### config.mk
export PLATFORM = sky130hd
export DESIGN_NAME = add4_seq
export DESIGN_NICKNAME = d
export VERILOG_FILES = /design/src/rtl/add4_seq.sv
export SDC_FILE = /design/constraint.sdc
export NUM_CORES = 1
export LEC_CHECK = 0
export ABC_AREA = 1
export ABC_CLOCK_PERIOD_IN_PS = 5300
export BUFFER_PORTS_ARGS = -buffer_cell sky130_fd_sc_hd__clkbuf_2
export CAP_MARGIN = 20
export CORE_MARGIN = 2
export CORE_UTILIZATION = 57
export DETAILED_ROUTE_END_ITERATION = 6
export PLACE_DENSITY_LB_ADDON = 0.2
export RECOVER_POWER = 25
export SLEW_MARGIN = 10
export SYNTH_ARGS = -nofsm -noshare
export SYNTH_HDL_FRONTEND = slang
export SYNTH_SLANG_ARGS = --single-unit
### constraint.sdc
create_clock -name clk -period 5.3 [get_ports clk]
set_input_delay 0.265 -clock clk [delete_from_list [all_inputs] [get_ports clk]]
set_output_delay 0.265 -clock clk [all_outputs]
set_load 0.01 [all_outputs]
### src/rtl/add4_seq.sv
// Sequential WIDTH-bit adder that reuses one 4-bit ripple slice per nibble, LSB first.
// Optional signed-overflow output is enabled by defining ADD4_SEQ_OVF_EN.

module add4 (
  input  logic [3:0] a,
  input  logic [3:0] b,
  input  logic       ci,
  output logic [3:0] s,
  output logic       co
);
  assign {co, s} = {1'b0, a} + {1'b0, b} + {4'b0, ci};
endmodule

module add4_seq #(
  parameter int WIDTH = 16
) (
  input  logic             clk,
  input  logic             rst_n,
  input  logic             in_valid,
  output logic             in_ready,
  input  logic [WIDTH-1:0] a,
  input  logic [WIDTH-1:0] b,
  input  logic             ci,
  output logic             out_valid,
  input  logic             out_ready,
  output logic [WIDTH-1:0] s,
  output logic             co
`ifdef ADD4_SEQ_OVF_EN
  ,
  output logic             ovf
`endif
);
  localparam int N     = WIDTH / 4;
  localparam int IDX_W = (N > 1) ? $clog2(N) : 1;

  generate
    if ((WIDTH % 4) != 0 || WIDTH < 4) begin : g_bad_width
      $error("add4_seq: WIDTH must be a multiple of 4 and >= 4");
    end
  endgenerate

  typedef enum logic [1:0] {IDLE = 2'd0, RUN = 2'd1, DONE = 2'd2} state_t;

  state_t           state_q, state_d;
  logic [WIDTH-1:0] a_q, b_q;
  logic             cy_q;
  logic [IDX_W-1:0] idx_q;
  logic             last;
  logic [3:0]       nib_a, nib_b, nib_s;
  logic             nib_co;

  assign last  = (idx_q == IDX_W'(N - 1));
  assign nib_a = a_q[4*idx_q +: 4];
  assign nib_b = b_q[4*idx_q +: 4];

  add4 u_add4 (
    .a  (nib_a),
    .b  (nib_b),
    .ci (cy_q),
    .s  (nib_s),
    .co (nib_co)
  );

  always_ff @(posedge clk) begin
    if (!rst_n) state_q <= IDLE;
    else        state_q <= state_d;
  end

  always_comb begin
    state_d = state_q;
    case (state_q)
      IDLE:    if (in_valid)  state_d = RUN;
      RUN:     if (last)      state_d = DONE;
      DONE:    if (out_ready) state_d = IDLE;
      default:                state_d = IDLE;
    endcase
  end

  // Handshake flags decode only the state register, so no input reaches them combinationally.
  always_comb begin
    in_ready  = (state_q == IDLE);
    out_valid = (state_q == DONE);
  end

  always_ff @(posedge clk) begin
    if (!rst_n) begin
      a_q   <= '0;
      b_q   <= '0;
      cy_q  <= 1'b0;
      idx_q <= '0;
      s     <= '0;
      co    <= 1'b0;
`ifdef ADD4_SEQ_OVF_EN
      ovf   <= 1'b0;
`endif
    end else begin
      case (state_q)
        IDLE: if (in_valid) begin
          a_q   <= a;
          b_q   <= b;
          cy_q  <= ci;
          idx_q <= '0;
        end
        RUN: begin
          s[4*idx_q +: 4] <= nib_s;
          cy_q            <= nib_co;
          idx_q           <= idx_q + 1'b1;
          if (last) begin
            co  <= nib_co;
`ifdef ADD4_SEQ_OVF_EN
            // carry into the MSB is recovered as a^b^s of that bit
            ovf <= (nib_a[3] ^ nib_b[3] ^ nib_s[3]) ^ nib_co;
`endif
          end
        end
        default: ;
      endcase
    end
  end
endmodule

==> flow_summary.html, run 1 <==
<table>
<tr><th>Metric</th><th>Value</th></tr>
<tr><th colspan="2">Outcome</th></tr>
<tr><td>Outcome</td><td>completed</td></tr>
<tr><th colspan="2">Timing</th></tr>
<tr><td>Final hold vios</td><td>0</td></tr>
<tr><td>RSZ-0062 raised after global routing</td><td>no</td></tr>
<tr><td>Final setup violation count</td><td>0</td></tr>
<tr><td>Total Negative Setup Slacks</td><td>0 ns</td></tr>
<tr><td>Min cycle time layout</td><td>between 3 and 4 ns</td></tr>
<tr><td>Min setup slack post-route</td><td>approximately 1.8 ns</td></tr>
<tr><td>Max-slew violation count</td><td>0</td></tr>
<tr><td>Worst setup skew after layout</td><td>about 0.011 ns</td></tr>
<tr><td>Maximum frequency from static timing analysis</td><td>about 0.29 GHz</td></tr>
<tr><td>Transition time at the pin with the least slew margin</td><td>just under 0.8 ns</td></tr>
<tr><td>Period Utilization, post-route</td><td>65.6%</td></tr>
<tr><td>Worst rel slew slack</td><td>~48%</td></tr>
<tr><th colspan="2">Clock tree</th></tr>
<tr><td>Clock Pin Slew Worst Setup and Hold Paths</td><td>approximately 0.10 ns</td></tr>
<tr><td>CTS Root Cell</td><td>clkbuf_8</td></tr>
<tr><td>CTS HTree Levels</td><td>2</td></tr>
<tr><td>Number of buffers on the longest clock path</td><td>2</td></tr>
<tr><td>Number of buffers inserted by post-CTS setup repair</td><td>0</td></tr>
<tr><td>Skew-Pair Late Insertion Delay</td><td>between 0.3 and 0.4 ns</td></tr>
<tr><td>Post-cts resize count</td><td>0</td></tr>
<tr><td>TritonCTS Sinks</td><td>between 50 and 60</td></tr>
<tr><td>TritonCTS clock tree</td><td>yes</td></tr>
<tr><td>CTS Hold Buffers Added</td><td>0</td></tr>
<tr><td>TritonCTS buffer count</td><td>5</td></tr>
<tr><th colspan="2">Global route</th></tr>
<tr><td>Total grt overflow</td><td>0</td></tr>
<tr><td>First-pass GRT wire length</td><td>just over 9000 um</td></tr>
<tr><td>Maximum number of pins on one net before global-route repair</td><td>36</td></tr>
<tr><td>Via count of the first global-routing pass</td><td>around 2000</td></tr>
<tr><td>Antenna violations before repair</td><td>0</td></tr>
<tr><td>Tot GR Track Use</td><td>about a quarter</td></tr>
<tr><th colspan="2">Floorplan</th></tr>
<tr><td>Number of top-level pins</td><td>56</td></tr>
<tr><td>Die span in y</td><td>69.3 um</td></tr>
<tr><td>Starting Density</td><td>between 50% and 60%</td></tr>
<tr><td>Full die area</td><td>roughly 4800 um2</td></tr>
<tr><td>Row count</td><td>23</td></tr>
<tr><td>Die X</td><td>69.3 um</td></tr>
<tr><td>Area of the core</td><td>~4100 um2</td></tr>
<tr><th colspan="2">Drt</th></tr>
<tr><td>Drt first pass iters</td><td>4</td></tr>
<tr><td>Total Routed Length</td><td>~5400 um</td></tr>
<tr><td>Highest routing layer actually used</td><td>met4</td></tr>
<tr><td>DRC violation count after routing</td><td>0</td></tr>
<tr><td>Met2 routed wirelength</td><td>roughly 2500 um</td></tr>
<tr><td>Vias</td><td>~2200</td></tr>
<tr><td>Final routed wire length divided by cell count</td><td>12.9 um</td></tr>
<tr><td>Routed met1 length</td><td>around 2600 um</td></tr>
<tr><td>Number of nets still failing antenna checks after routing</td><td>0</td></tr>
<tr><td>Via count normalized by instance count</td><td>~5.3</td></tr>
<tr><td>Iteration-0 DRC Markers</td><td>about 150</td></tr>
<tr><td>Routed wire length on met3</td><td>332 um</td></tr>
<tr><th colspan="2">Synth</th></tr>
<tr><td>Most frequent cell after synthesis</td><td>nor2_1</td></tr>
<tr><td>Cell accounting for the most synthesized area</td><td>dfxtp_1</td></tr>
<tr><td>Net count after synthesis</td><td>370</td></tr>
<tr><td>Register bit total from synthesis</td><td>54</td></tr>
<tr><td>Post-synth top area share</td><td>44.5%</td></tr>
<tr><td>Top cells by area in the synthesized netlist</td><td>dfxtp_1 (45%), nor2_1 (14%), o21ai_0 (10%)</td></tr>
<tr><td>Proportion of synthesized flip-flops having asynchronous set or reset</td><td>0%</td></tr>
<tr><td>Number of different library cells in the post-synthesis netlist</td><td>28</td></tr>
<tr><td>Mapped cell area</td><td>2430 um2</td></tr>
<tr><td>Cells after Synth</td><td>322</td></tr>
<tr><td>Syn Area/Cell</td><td>7.54 um2</td></tr>
<tr><td>Count of flip-flops with a built-in enable after synthesis</td><td>0</td></tr>
<tr><td>Portion of the post-synthesis area used by sequential elements</td><td>approximately 45%</td></tr>
<tr><td>Most common flop cell mapped by yosys</td><td>dfxtp_1</td></tr>
<tr><td>Top cells by count, synth</td><td>nor2_1 (91), dfxtp_1 (54), o21ai_0 (50), nand2_1 (32), a21oi_1 (16)</td></tr>
<tr><td>Yosys synthesis warning count</td><td>0</td></tr>
<tr><th colspan="2">Power</th></tr>
<tr><td>Maximum vdd drop</td><td>roughly 0.15 mV</td></tr>
<tr><td>Power density relative to cell area</td><td>approximately 310 nW/um2</td></tr>
<tr><td>Reported leakage power</td><td>around 1.2 nW</td></tr>
<tr><th colspan="2">Critical path</th></tr>
<tr><td>Cells traversed along the worst timing path</td><td>inv_1 -&gt; o21ai_0 -&gt; o22ai_1 -&gt; fa_1 -&gt; fa_1 -&gt; xor2_1 -&gt; nand2_1 -&gt; nor2_1 -&gt; a22oi_1 -&gt; nor2_1</td></tr>
<tr><td>Capture point of the worst reg-to-reg path</td><td>s[6]</td></tr>
<tr><td>Reg2reg setup slack</td><td>1.82 ns</td></tr>
<tr><td>Max incr delay on CP</td><td>0.84 ns</td></tr>
<tr><td>Arr. time, crit path</td><td>around 3.7 ns</td></tr>
<tr><td>Max stage delay cell, worst path</td><td>dfxtp_1</td></tr>
<tr><td>FF-to-FF path depth</td><td>10</td></tr>
<tr><td>Critical path class</td><td>register to register</td></tr>
<tr><td>Kind of launch point of the worst setup path</td><td>register</td></tr>
<tr><td>Kind of capture point of the worst setup path</td><td>register</td></tr>
<tr><td>Worst endpoint required time</td><td>about 5.6 ns</td></tr>
<tr><td>Source of the worst register-to-register timing path</td><td>idx_q[0]</td></tr>
<tr><td>Crit Path Max Fanout</td><td>25</td></tr>
<tr><th colspan="2">Place</th></tr>
<tr><td>Worst slack, placed</td><td>1.92 ns</td></tr>
<tr><td>Placer Congestion</td><td>slightly below 0.9</td></tr>
<tr><td>IO Port Bufs</td><td>55</td></tr>
<tr><td>Sum of net half-perimeters after detailed placement</td><td>approximately 3700 um</td></tr>
<tr><td>Placed cells</td><td>411</td></tr>
<tr><th colspan="2">Worst hold path</th></tr>
<tr><td>Hold path startpoint</td><td>a[14]</td></tr>
<tr><td>Hold Crit Depth</td><td>3</td></tr>
<tr><td>Hold Path Class</td><td>primary input to register</td></tr>
<tr><td>Hold path endpoint</td><td>a_q[14]</td></tr>
<tr><th colspan="2">Layout</th></tr>
<tr><td>Multi-input combinational cell area</td><td>~1200 um2</td></tr>
<tr><td>Fill cell total of the finished layout</td><td>382</td></tr>
<tr><td>Layout overhead on the synthesized area</td><td>13.8%</td></tr>
<tr><td>Net count, final</td><td>about 420</td></tr>
<tr><td>Number of inserted diodes</td><td>0</td></tr>
<tr><td>Register Area</td><td>around 1100 um2</td></tr>
<tr><td>Fraction of layout instances using a drive strength above 1</td><td>between 10% and 20%</td></tr>
<tr><td>Layout Cells excl Fill</td><td>between 400 and 500</td></tr>
<tr><th colspan="2">Run</th></tr>
<tr><td>Number of maximum-capacitance violations</td><td>0</td></tr>
</table>
[power breakdown]
part / switching (W) / total, W / internal, W
Combinational: 0.000105 / 0.000164 / 0.0000593
Clock: 0.000131 / 0.000236 / 0.000105
Sequential: 0.0000206 / 0.000453 / 0.000432
[metrics by stage]
step	utilization [%]	power [W]	area, um2	hold WS, ns
2_1_floorplan	-	0.000577	2430	0.400
3_3_place_gp	66.3	0.000620	2690	0.451
3_5_place_dp	66.3	0.000624	2690	0.455
4_1_cts	68.6	0.000858	2780	0.170
5_1_grt	68.1	0.000901	2760	0.176
6_report	68.1	0.000853	2760	0.173
[layout by cell type (no fill, tap or decap), drive strengths merged]
| cell | count |
|---|---|
| nand3 | 6 |
| o21ai | 50 |
| a211oi | 1 |
| xor2 | 1 |
| nand2 | 36 |
| nor2 | 96 |
| ha | 9 |
| nor4 | 1 |
| o22ai | 8 |
| a31oi | 1 |
| clkbuf | 61 |
| nor3 | 1 |
| a21oi | 16 |
| clkinvlp | 1 |
| dfxtp | 54 |
| fa | 2 |
| clkinv | 1 |
| o21a | 1 |
| a22oi | 4 |
| nand4 | 3 |
| inv | 16 |
[kinds of logic (layout without fill, tap and decap cells)]
logic type / count (synthesis) / count (layout) / share of synthesized area, %
xor+xnor: 1 / 1 / 0.361
simple gates: 143 / 143 / 25.4
flops: 54 / 54 / 44.5
fa+ha+maj: 11 / 11 / 6.29
buf+inv: 32 / 79 / 5.62
compound gates: 81 / 81 / 17.8
[final cells by class]
class / instances / area share, %
tap: 50 / 2.26
multi-input combinational: 236 / 43.8
sequential: 54 / 39.1
clock buffer: 6 / 2.99
inverter: 16 / 2.17
timing repair buffer: 55 / 9.19
clock inverter: 2 / 0.453
[flip-flops by register name, summed over array words and instances (netlist names)]
name     count
co           1
a_q         16
s           16
idx_q        2
cy_q         1
state_q      2
b_q         16
[critical path, delay by kind of cell (launching register included)]
family	cells	cell delay [ns]
adders and majority gates	2	0.86
DFF	1	0.84
buffers and inverters	1	0.57
AOI/OAI and AO/OA	3	0.54
and+or+nand+nor	3	0.34
xor gates and xnor gates	1	0.27
[how the worst max path moves through the flow]
stage | start | to | slack, ns
after floorplan | idx_q[1] | s[14] | 2.96
after global placement | idx_q[0] | s[6] | 2.07
after detailed placement | idx_q[0] | s[6] | 1.92
after CTS | idx_q[0] | s[14] | 1.87
after global routing | idx_q[0] | s[14] | 1.49
final | idx_q[0] | s[6] | 1.82
[metal layers]
| layer | vias to the layer above | track usage (%) |
|---|---|---|
| met5 | - | 0 |
| met4 | 0 | 7.63 |
| met3 | 6 | 4.80 |
| met2 | 71 | 37.7 |
| met1 | 1009 | 32.3 |
| li1 | 1146 | - |
Power figures use the tool's default switching activity.
==> run 2, diff against run 1 <==
ABC_AREA = 0   (was 1)
ABC_CLOCK_PERIOD_IN_PS = 3200   (was 5300)
CORE_UTILIZATION = 48   (was 57)
clock period = 3.2 ns   (was 5.3 ns; I/O delays follow)
==> run 2 against run 1 <==
Via count down 13%. Sequential power up 59%. Maximum frequency up 34%. Die area up 15%. Clock power up 95%. Global-route usage down 4.1 points. Highest routed layer unchanged. Worst hold slack worse by 0.11 ns. Non-clock buffer count up 4. Synthesized cell count down 20%. Design area up 2.0%.
==> flow_summary.html, run 2 <==
<table>
<tr><th>Metric</th><th>Value</th></tr>
<tr><th colspan="2">Synth</th></tr>
<tr><td>Yosys synthesis warning count</td><td>0</td></tr>
<tr><td>Mapped cell area</td><td>2380 um2</td></tr>
<tr><td>Cell accounting for the most synthesized area</td><td>dfxtp_1</td></tr>
<tr><td>Most frequent cell after synthesis</td><td>nand2_1</td></tr>
<tr><td>Syn Area/Cell</td><td>9.18 um2</td></tr>
<tr><td>Portion of the post-synthesis area used by sequential elements</td><td>45.4%</td></tr>
<tr><td>Proportion of synthesized area in mux cells</td><td>7.57%</td></tr>
<tr><td>Simple-gate area share of the yosys netlist</td><td>between 20% and 30%</td></tr>
<tr><td>Number of different library cells in the post-synthesis netlist</td><td>28</td></tr>
<tr><td>Proportion of synthesized flip-flops having asynchronous set or reset</td><td>0%</td></tr>
<tr><td>Post-synth top area share</td><td>approximately 45%</td></tr>
<tr><td>Synthesized-area fraction occupied by xor and xnor cells</td><td>less than 1%</td></tr>
<tr><td>Count of flip-flops with a built-in enable after synthesis</td><td>0</td></tr>
<tr><td>Most common flop cell mapped by yosys</td><td>dfxtp_1</td></tr>
<tr><td>Largest family of logic cells by synthesized area</td><td>simple AND/OR/NAND/NOR gates</td></tr>
<tr><td>Top cells by count, synth</td><td>nand2_1 (71), dfxtp_1 (54), a21oi_1 (38), nor2_1 (22), a22oi_1 (14)</td></tr>
<tr><td>Register bit total from synthesis</td><td>54</td></tr>
<tr><td>Arithmetic-cell share of the synthesized area counting full adders, half adders and majority gates</td><td>6.42%</td></tr>
<tr><td>Top cells by area in the synthesized netlist</td><td>dfxtp_1 (45%), nand2_1 (11%), a21oi_1 (8.0%)</td></tr>
<tr><td>Cells after Synth</td><td>259</td></tr>
<tr><td>Net count after synthesis</td><td>307</td></tr>
<tr><td>Post-synthesis compound-gate area fraction</td><td>between 10% and 20%</td></tr>
<tr><th colspan="2">Drt</th></tr>
<tr><td>Via count normalized by instance count</td><td>approximately 5.2</td></tr>
<tr><td>Total Routed Length</td><td>between 5000 and 6000 um</td></tr>
<tr><td>Vias</td><td>roughly 2000</td></tr>
<tr><td>Drt first pass iters</td><td>4</td></tr>
<tr><td>Number of nets still failing antenna checks after routing</td><td>0</td></tr>
<tr><td>Final routed wire length divided by cell count</td><td>13.3 um</td></tr>
<tr><td>Iteration-0 DRC Markers</td><td>130</td></tr>
<tr><td>DRC violation count after routing</td><td>0</td></tr>
<tr><th colspan="2">Timing</th></tr>
<tr><td>Total Negative Setup Slacks</td><td>0 ns</td></tr>
<tr><td>Max-slew violation count</td><td>0</td></tr>
<tr><td>Period Utilization, post-route</td><td>between 80% and 90%</td></tr>
<tr><td>Worst rel slew slack</td><td>approximately two fifths</td></tr>
<tr><td>Transition time at the pin with the least slew margin</td><td>0.888 ns</td></tr>
<tr><td>Worst setup skew after layout</td><td>about 0.009 ns</td></tr>
<tr><td>RSZ-0062 raised after global routing</td><td>no</td></tr>
<tr><td>Final setup violation count</td><td>0</td></tr>
<tr><td>Maximum frequency from static timing analysis</td><td>0.384 GHz</td></tr>
<tr><td>Final hold vios</td><td>0</td></tr>
<tr><td>Min cycle time layout</td><td>about 2.6 ns</td></tr>
<tr><th colspan="2">Run</th></tr>
<tr><td>Number of maximum-capacitance violations</td><td>0</td></tr>
<tr><th colspan="2">Floorplan</th></tr>
<tr><td>Number of top-level pins</td><td>between 50 and 60</td></tr>
<tr><td>Full die area</td><td>roughly 5500 um2</td></tr>
<tr><td>Area of the core</td><td>approximately 4800 um2</td></tr>
<tr><td>Die X</td><td>roughly 74 um</td></tr>
<tr><td>Starting Density</td><td>around 50%</td></tr>
<tr><td>Die span in y</td><td>74.4 um</td></tr>
<tr><td>Row count</td><td>25</td></tr>
<tr><th colspan="2">Clock tree</th></tr>
<tr><td>TritonCTS buffer count</td><td>5</td></tr>
<tr><td>Post-cts resize count</td><td>0</td></tr>
<tr><td>Clock Pin Slew Worst Setup and Hold Paths</td><td>0.09 ns</td></tr>
<tr><td>CTS HTree Levels</td><td>2</td></tr>
<tr><td>Number of buffers inserted by post-CTS setup repair</td><td>0</td></tr>
<tr><td>TritonCTS clock tree</td><td>yes</td></tr>
<tr><td>Skew-Pair Late Insertion Delay</td><td>~0.30 ns</td></tr>
<tr><td>Number of buffers on the longest clock path</td><td>2</td></tr>
<tr><td>CTS Hold Buffers Added</td><td>0</td></tr>
<tr><td>TritonCTS Sinks</td><td>54</td></tr>
<tr><td>CTS Root Cell</td><td>clkbuf_8</td></tr>
<tr><th colspan="2">Place</th></tr>
<tr><td>Sum of net half-perimeters after detailed placement</td><td>~3600 um</td></tr>
<tr><td>Placer Congestion</td><td>between 0.7 and 0.8</td></tr>
<tr><td>Placed cells</td><td>370</td></tr>
<tr><td>IO Port Bufs</td><td>55</td></tr>
<tr><th colspan="2">Outcome</th></tr>
<tr><td>Outcome</td><td>completed</td></tr>
<tr><th colspan="2">Worst hold path</th></tr>
<tr><td>Hold Path Class</td><td>primary input to register</td></tr>
<tr><th colspan="2">Critical path</th></tr>
<tr><td>Critical path class</td><td>register to register</td></tr>
<tr><td>Max stage delay cell, worst path</td><td>mux4_2</td></tr>
<tr><td>Crit Path Max Fanout</td><td>6</td></tr>
<tr><td>Worst endpoint required time</td><td>around 3.4 ns</td></tr>
<tr><td>Cells traversed along the worst timing path</td><td>mux4_2 -&gt; fa_1 -&gt; fa_1 -&gt; a21o_1 -&gt; a21oi_1 -&gt; nand2b_1 -&gt; a21oi_1</td></tr>
<tr><td>Max incr delay on CP</td><td>0.56 ns</td></tr>
<tr><td>Arr. time, crit path</td><td>2.76 ns</td></tr>
<tr><td>Kind of capture point of the worst setup path</td><td>register</td></tr>
<tr><td>Kind of launch point of the worst setup path</td><td>register</td></tr>
<tr><th colspan="2">Global route</th></tr>
<tr><td>First-pass GRT wire length</td><td>~8200 um</td></tr>
<tr><td>Maximum number of pins on one net before global-route repair</td><td>between 50 and 60</td></tr>
<tr><td>Total grt overflow</td><td>0</td></tr>
<tr><td>Antenna violations before repair</td><td>0</td></tr>
<tr><td>Tot GR Track Use</td><td>about a fifth</td></tr>
<tr><td>Via count of the first global-routing pass</td><td>1807</td></tr>
<tr><th colspan="2">Power</th></tr>
<tr><td>Power density relative to cell area</td><td>491 nW/um2</td></tr>
<tr><td>Maximum vdd drop</td><td>0.322 mV</td></tr>
<tr><td>Reported leakage power</td><td>~1.1 nW</td></tr>
<tr><th colspan="2">Layout</th></tr>
<tr><td>Most common cell after layout, fill and taps aside</td><td>nand2_1</td></tr>
<tr><td>Number of inserted diodes</td><td>0</td></tr>
<tr><td>Largest registers</td><td>a_q: 16 flops, b_q: 16 flops, s: 16 flops</td></tr>
<tr><td>Commonest non-fill, non-tap cells in the layout</td><td>nand2_1 (71), dfxtp_1 (54), a21oi_1 (38)</td></tr>
<tr><td>Layout Cells excl Fill</td><td>roughly 380</td></tr>
<tr><td>Net count, final</td><td>359</td></tr>
<tr><td>Fraction of layout instances using a drive strength above 1</td><td>a little over a fifth</td></tr>
<tr><td>Layout overhead on the synthesized area</td><td>18.5%</td></tr>
</table>
## run 2: cell types whose count changed in the layout (fill, tap and decap cells not counted), sizes merged, moves of 5 or more
| cell | change |
|---|---|
| a21oi | +22 |
| a22oi | +10 |
| inv | -12 |
| mux4 | +8 |
| nand2 | +35 |
| nand3 | -5 |
| nor2 | -74 |
| o21ai | -50 |
| o22ai | -8 |
## run 2: final cells by class
cell class	instances	area (um2)
multi-input cells	187	1220
fillers	467	1940
repair buffers	59	303
clock inverters	1	30.0
flip-flops and latches	54	1080
well taps	67	83.8
inverters	4	15.0
clock buffers	6	82.6
## run 2: stage by stage
step                      power, W  setup WS (ns)  cell area [um2]  hold WS, ns  util (%)
after detailed placement  0.000936          0.607             2700        0.392      56.8
after global placement    0.000933          0.661             2700        0.383      56.8
final                      0.00138          0.599             2820       0.0649      59.3
after global routing       0.00145          0.457             2820       0.0550      59.3
after CTS                  0.00139          0.598             2810       0.0558      59.2
after floorplan           0.000872          0.464             2380        0.296         -
## run 2: logic make-up (layout without fill, tap and decap cells)
logic type               after synthesis  count (layout)
AND/OR/NAND/NOR                      107             107
AO/OA/AOI/OAI                         60              60
flip-flops                            54              54
buffers and inverters                 18              70
adder cells (fa/ha/maj)               11              11
multiplexers                           8               8
XOR/XNOR                               1               1
## run 2: critical path, delay by kind of cell, from the launching register on
kind / cells / cell delay (ns)
fa+ha+maj: 2 / 0.83
mux: 1 / 0.56
flops: 1 / 0.52
compound gates: 3 / 0.42
simple gates: 1 / 0.12
## run 2: where the power goes
group          switching (W)  internal (W)
combinational       0.000118     0.0000852
sequential         0.0000185      0.000702
clock               0.000210      0.000250
## run 2: routing by layer
| layer | vias to the layer above | global-route usage, % | share of wire, % |
|---|---|---|---|
| met4 | 0 | 4.17 | 0.58 |
| met3 | 3 | 5.83 | 4.9 |
| met1 | 904 | 27.0 | 47 |
| li1 | 1000 | - | - |
| met2 | 45 | 30.9 | 48 |
| met5 | - | 0 | 0 |
## run 2: path summary, 6_finish.rpt
| check | startpoint | end | slack (ns) | depth (start not counted) |
|---|---|---|---|---|
| setup / recovery | idx_q[1] | cy_q | 0.60 | 7 |
| hold / removal | a[7] | a_q[7] | 0.06 | 3 |
| setup reg to reg | idx_q[1] | cy_q | 0.60 | 7 |
| hold reg to reg | b_q[2] | b_q[2] | 0.46 | 2 |
